<file path="config.mk">
export PLATFORM = sky130hd
export DESIGN_NAME = data_mem_sweep
export DESIGN_NICKNAME = d
export VERILOG_FILES = /design/src/rtl/data_mem_sweep.sv
export SDC_FILE = /design/constraint.sdc
export NUM_CORES = 2
export LEC_CHECK = 0
export CAP_MARGIN = 0
export CELL_PAD_IN_SITES_DETAIL_PLACEMENT = 1
export CELL_PAD_IN_SITES_GLOBAL_PLACEMENT = 1
export CORE_UTILIZATION = 56
export DETAILED_ROUTE_END_ITERATION = 10
export PLACE_DENSITY = 0.8
export SLEW_MARGIN = 20
export SYNTH_ARGS = -nofsm -noshare
export SYNTH_HDL_FRONTEND = slang
export SYNTH_SLANG_ARGS = --single-unit
</file>
<file path="constraint.sdc">
create_clock -name Clk -period 7.4 [get_ports Clk]
set_input_delay 0.74 -clock Clk [delete_from_list [all_inputs] [get_ports Clk]]
set_output_delay 0.74 -clock Clk [all_outputs]
set_load 0.005 [all_outputs]
</file>
<file path="src/rtl/data_mem_sweep.sv">
`timescale 1ns/1ps
// Parametrised DW x 2**AW data memory: one write port, two registered write-first read
// ports, and a hardware clear sweep after reset or InitReq. Optional parity: DATA_MEM_PARITY_EN.
module data_mem_sweep #(
  parameter int unsigned     DW        = 8,
  parameter int unsigned     AW        = 8,
  parameter logic [DW-1:0]   CLEAR_VAL = '0
) (
  input  logic          Clk,
  input  logic          Reset,
  input  logic          InitReq,
  input  logic          WriteEn,
  input  logic [AW-1:0] WriteAddr,
  input  logic [DW-1:0] WriteData,
  input  logic [AW-1:0] ReadAddrA,
  input  logic [AW-1:0] ReadAddrB,
  output logic [DW-1:0] DataOutA,
  output logic [DW-1:0] DataOutB,
`ifdef DATA_MEM_PARITY_EN
  output logic          ParityErrA,
  output logic          ParityErrB,
`endif
  output logic          Busy
);

`ifdef DATA_MEM_PARITY_EN
  localparam int unsigned MW = DW + 1;
`else
  localparam int unsigned MW = DW;
`endif

  typedef enum logic {ST_CLEAR, ST_IDLE} state_t;

  state_t        state, state_nxt;
  logic [AW:0]   cnt, cnt_nxt, cnt_inc;

  // Stored word: even-parity bit above the data when parity is enabled.
  function automatic logic [MW-1:0] encode(input logic [DW-1:0] d);
`ifdef DATA_MEM_PARITY_EN
    return {^d, d};
`else
    return d;
`endif
  endfunction

  // NOTE: state registers use non-blocking assignments so every flop samples pre-edge values.
  always_ff @(posedge Clk or posedge Reset) begin
    if (Reset) begin
      state <= ST_CLEAR;
      cnt   <= '0;
    end else begin
      state <= state_nxt;
      cnt   <= cnt_nxt;
    end
  end

  // NOTE: defaults first so no path through this block leaves a variable unassigned (no latches).
  always_comb begin
    state_nxt = state;
    cnt_nxt   = cnt;
    cnt_inc   = cnt + 1'b1;
    case (state)
      ST_CLEAR: begin
        cnt_nxt = cnt_inc;
        // The edge that writes the last word also leaves CLEAR, so the sweep is 2**AW cycles.
        if (cnt_inc[AW]) state_nxt = ST_IDLE;
      end
      ST_IDLE: begin
        if (InitReq) begin
          state_nxt = ST_CLEAR;
          cnt_nxt   = '0;
        end
      end
      default: state_nxt = ST_CLEAR;
    endcase
  end

  assign Busy = (state == ST_CLEAR);

  logic [MW-1:0] mem [0:(1<<AW)-1];
  logic          mem_we;
  logic [AW-1:0] mem_waddr;
  logic [MW-1:0] mem_wdata;

  // The sweep owns the write port while busy; the datapath write is dropped.
  always_comb begin
    mem_we    = 1'b0;
    mem_waddr = WriteAddr;
    mem_wdata = encode(WriteData);
    if (Busy) begin
      mem_we    = 1'b1;
      mem_waddr = cnt[AW-1:0];
      mem_wdata = encode(CLEAR_VAL);
    end else if (WriteEn) begin
      mem_we = 1'b1;
    end
  end

  // NOTE: the array has no reset; the clear sweep initialises it instead.
  always_ff @(posedge Clk) begin
    if (mem_we) mem[mem_waddr] <= mem_wdata;
  end

  logic [MW-1:0] rd_a, rd_b;
  logic          fwd_a, fwd_b;

  assign rd_a  = mem[ReadAddrA];
  assign rd_b  = mem[ReadAddrB];
  assign fwd_a = WriteEn && (WriteAddr == ReadAddrA);
  assign fwd_b = WriteEn && (WriteAddr == ReadAddrB);

  always_ff @(posedge Clk or posedge Reset) begin
    if (Reset) begin
      DataOutA <= '0;
      DataOutB <= '0;
    end else if (Busy) begin
      DataOutA <= CLEAR_VAL;
      DataOutB <= CLEAR_VAL;
    end else begin
      DataOutA <= fwd_a ? WriteData : rd_a[DW-1:0];
      DataOutB <= fwd_b ? WriteData : rd_b[DW-1:0];
    end
  end

`ifdef DATA_MEM_PARITY_EN
  // A forwarded word never touched the array, so it cannot carry a parity error.
  always_ff @(posedge Clk or posedge Reset) begin
    if (Reset) begin
      ParityErrA <= 1'b0;
      ParityErrB <= 1'b0;
    end else if (Busy) begin
      ParityErrA <= 1'b0;
      ParityErrB <= 1'b0;
    end else begin
      ParityErrA <= !fwd_a && (^rd_a);
      ParityErrB <= !fwd_b && (^rd_b);
    end
  end
`endif

endmodule
</file>
After elaboration in Yosys (flattened, before gate mapping)

Memory sizes are Yosys's and may differ from the RTL's.
Cells that the tools add are included.

Register bits: 26
Memories kept: 1
Bits in writable memories: 2048
Input port bits: 36

Memories:

| memory | words | bits a word | read ports | clocked after Yosys merged registers in | write ports | line | RTL |
|---|---|---|---|---|---|---|---|
| mem    | 256   | 8           | 2          | 0                                       | 1           | 80   | `logic [MW-1:0] mem [0:(1<<AW)-1];` |

Bitwise logic cells: 1
Reductions and logical operators: 2
Eq/ne operators: 3
Add/subtract/negate cells: 1
Mux-type cells: 15

Operators by type and width:

| operator                                     | number |
|---|---|
| two-way mux 8 bit                            | 6 |
| case mux 9 bit (2 select lines)              | 1 |
| equality test 8 bit                          | 2 |
| adder 9 x 1 -> 9 bit, second input constant  | 1 |
| two-way mux 9 bit                            | 1 |
| two-way mux 1 bit                            | 6 |
| logical AND 1 bit                            | 2 |
| inequality test 2 bit, second input constant | 1 |
| case mux 1 bit (2 select lines)              | 1 |
| NOT 1 bit                                    | 1 |

Longest topological paths before layout

Depth after elaboration: 4
Mapped depth: 14

Worst setup path after synthesis

OpenSTA, ideal clock, no wires.

Path kind: reg2reg
Start point: reg state
End point: mem mem[0][0] in the netlist's numbering, data pin
Path buffers: 3
Path slack: 2.129 ns
Required time: 6.526 ns
Cell stages (with the launch flop): 5
Setup time: 0.874 ns
Data arrival time: 4.397 ns
Path through: dfrtp_1 -> clkbuf_1 -> clkbuf_1 -> clkbuf_1 -> and2_1

Longest elaborated chain between the ends: 1

Ends and longest elaborated chain:

| element                  | line | RTL |
|---|---|---|
| start: declaration       | 34   | `state_t state, state_nxt;` |
| start signal: assignment | 52   | `state <= state_nxt;` |
| two-way mux 8 bit        | 90   | `if (Busy) begin` |
| via mem_wdata[0]         | 83   | `logic [MW-1:0] mem_wdata;` |
| end: declaration         | 80   |  |

The timed path passes the listed nets, and every way through them passes these cells.

Worst setup path in the final report

Start point: in ReadAddrA[0]
End point: reg DataOutA[2]

Longest elaborated chain between the ends: 4

Ends and longest elaborated chain:

| element                                                                      | line | RTL |
|---|---|---|
| start: declaration                                                           | 15   | `input logic [AW-1:0] ReadAddrA,` |
| parallel branches: the longest is 2 deep, another holds memory (256 x 8 bit) | --   |  |
| two-way mux 8 bit (*)                                                        | 120  | `DataOutA <= fwd_a ? WriteData : rd_a[DW-1:0];` |
| two-way mux 8 bit (*)                                                        | 116  | `end else if (Busy) begin` |
| end signal: assignment                                                       | 120  |  |
| end: declaration                                                             | 17   | `output logic [DW-1:0] DataOutA,` |

Every way passes the cells marked *.
A chain may end at the register's enable or synchronous reset.

==> qor.yml <==
route:
  first_pass_iters: 10
  route.vias.total: 60800
  wl_met1_um: 114000
  wl_met2_um: 155000
  via_per_inst: 7.61
  route.detailed.drc: 2
  highest_layer: "met5"
  wl_met3_um: 39300
  ant_nets: 0
  wire_per_inst_um: 41.6
  drtIter0Drc: 9515
  routed_wl_um: 332000
job:
  cap_viol_max_count: 0
yosys:
  avgSynthCellArea_sq_um: 17.6
  synthSimpleGateAreaFrac_pct: 3.44
  syn-num-nets: 5577
  synth.yosys.seq_area_share_pct: 63.8
  postSynthCellCount: 5540
  synth_ff_type: "edfxtp_1"
  synth-edff-count: 2048
  async_flop_share_pct: 1.25
  synth-seq-cells: 2074
  yosys_warnings: 0
  synth_top_family_by_area: "multiplexers"
  synthAdderAreaFrac_pct: 0.0128
  synth-xor-area-share_pct: 0.153
  synth.area.mux_share_pct: 23.8
  syn-cell-area_sq_um: 97400
  synth_compound_area_share_pct: 6.15
  synth.distinct_cells: 76
hold_path:
  hold_path.class: "input pin to async pin"
timing:
  setup_viol: 0
  slew_headroom_pct: 8.69
  rsz0062_at_grt: "no"
  worst_pin_slew_ns: 1.37
  finalCriticalPeriod_ns: 4.62
  hold-worst-slack_ns: 0.303
  final-hold-violation-count: 0
  tns_ns: 0
  clock.fmax_mhz: 216
  slew_violations: 0
  period_share_pct: 62.5
  fin_skew_ns: 0.0567
grt:
  antenna_found_initial: 21
  grt_pass1_vias: 62200
  overflow: 0
  groute.usage.overall_pct: 38.1
  grt_pass1_wl_um: 469000
  grt_max_degree: 203
layout:
  final_cell_mix: "edfxtp_1 (2048), mux4_2 (745), mux2i_1 (604), nor2_1 (324), o22ai_1 (213)"
  syn_to_final_growth_pct: 9.38
  layout_commonest_cell: "edfxtp_1"
  drive_above_1_share_pct: 22.3
  layout.nets: 5548
  final_area_sq_um: 107000
clocking:
  ctsHoldBuffers: 0
  clk_pin_slew_ns: 0.06
  clock_sinks: 2074
  cts_buffers: 210
  htree_num_levels: 4
  cts_resized: 0
  cts_max_path_buffers: 3
  cts_setup_buffers: 0
  cts_tree: "yes"
  clk_latency_ns: 0.89
  cts-root-buf: "clkbuf_16"
power:
  total_power_mw: 28.2
  swShare_pct: 27.3
  p_leak_nw: 34.6
  powerDensity_nw_per_um2: 264
  ir_drop_mv: 0.277
  combPwrFrac_pct: 14.0
  p_int_mw: 20.5
  seq_power_share_pct: 49.1
  clock_power_share_pct: 36.8
  power.switching_mw: 7.71
placed_design:
  placed_area_sq_um: 100000
  gp_congestion: 0.942
  port_buffers: 52
  dp_hpwl_um: 210000
floorplan:
  start_util_pct: 56.6
  fp.dieH_um: 419
  die-area_sq_um: 176000
  core_region_area_sq_um: 172000
  io_pins: 53
  die_w_um: 419
  num_rows: 152
setup_path:
  worstRegToRegCells: 4
  required_ns: 8.17
  crit_type: "input pin to flop"
  worst_setup_path_start_kind: "input pin"
  path_max_fanout: 79
  arrival_ns: 5.40
  endpoint_kind: "flop"
status:
  violations: "design-rule violations"
  status: "finished with violations"
## area by class of cell
type / instances / area, sq um
clock buffers: 267 / 5590
clock inverters: 109 / 952
flip-flops and latches: 2074 / 62100
multi-input cells: 3005 / 32900
well taps: 2310 / 2890
fillers: 14700 / 65700
repair buffers: 209 / 2020
inverters: 11 / 45.0
diodes: 9 / 22.5
## power groups by stage
stage / combinational [mW] / clock (mW) / sequential [mW]
2_1_floorplan: 2.02 / 0 / 14.2
3_3_place_gp: 3.65 / 0 / 14.1
3_5_place_dp: 3.77 / 0 / 14.1
4_1_cts: 3.80 / 10.4 / 13.8
5_1_grt: 3.97 / 10.7 / 13.9
6_report: 3.96 / 10.4 / 13.8
## metrics by stage
step / util, % / std cells / setup WS [ns]
after floorplan: - / 5540 / 2.13
after global placement: 58.0 / 7608 / 1.71
after detailed placement: 58.0 / 7609 / 2.25
after CTS: 61.8 / 7985 / 3.02
after global routing: 61.8 / 7986 / 2.90
final: 61.9 / 7994 / 2.78
## layer usage
| layer | GRT usage (%) | vias up |
|---|---|---|
| li1 | - | 23300 |
| met3 | 9.08 | 1082 |
| met4 | 23.4 | 18 |
| met5 | 0 | - |
| met1 | 49.0 | 31700 |
| met2 | 58.9 | 4731 |
## sequential cells by signal (all words and copies together), names as in the netlist
signal,flops
state,1
mem,2048
cnt,9
DataOutB,8
DataOutA,8
## cells by family (layout without fill, tap and decap cells)
logic type,after synthesis,in the layout
flops,2074,2074
mux,1367,1367
compound gates,862,862
simple gates,758,758
buf+inv,461,596
xor+xnor,17,17
fa+ha+maj,1,1
other cells,0,9
## worst max-delay path: stages
cell and delay [ns]:
buf_8 0.55, buf_12 0.50, buf_4 0.52, mux2i_1 0.17, o221ai_1 0.31, nor3_1 0.13
nor4_1 0.89, o21ai_0 0.68, or3_1 0.55, nand3_1 0.12
## synthesized netlist by cell type (45+ instances only)
| master | count | area (sq um) |
|---|---|---|
| o21ai_0 | 92 | 460 |
| o221ai_1 | 102 | 893 |
| edfxtp_1 | 2048 | 61500 |
| buf_2 | 79 | 395 |
| mux2i_1 | 604 | 6050 |
| buf_4 | 78 | 586 |
| nor3_1 | 45 | 225 |
| clkbuf_1 | 196 | 736 |
| nand3_1 | 53 | 265 |
| a22oi_1 | 108 | 811 |
| nor2_1 | 328 | 1230 |
| mux4_2 | 745 | 16800 |
| a21oi_1 | 98 | 490 |
| a211oi_1 | 90 | 676 |
| nand2_1 | 210 | 788 |
| o22ai_1 | 213 | 1330 |
| buf_6 | 52 | 586 |
## final timing paths
kind	slack, ns	endpoint	start
worst max-delay path	2.78	DataOutA[2]$_DFF_PP0_	ReadAddrA[0]
worst min-delay path	0.30	DataOutA[6]$_DFF_PP0_	Reset
worst max register to register	2.96	mem[23][2]$_DFFE_PP_	state$_DFF_PP0_
worst min register to register	0.55	cnt[8]$_DFFE_PP0P_	cnt[8]$_DFFE_PP0P_
max in group asynchronous	6.67	cnt[8]$_DFFE_PP0P_	Reset
min in group Clk	0.50	cnt[1]$_DFFE_PP0P_	InitReq
Note: power is estimated with default switching activity, not from simulation.
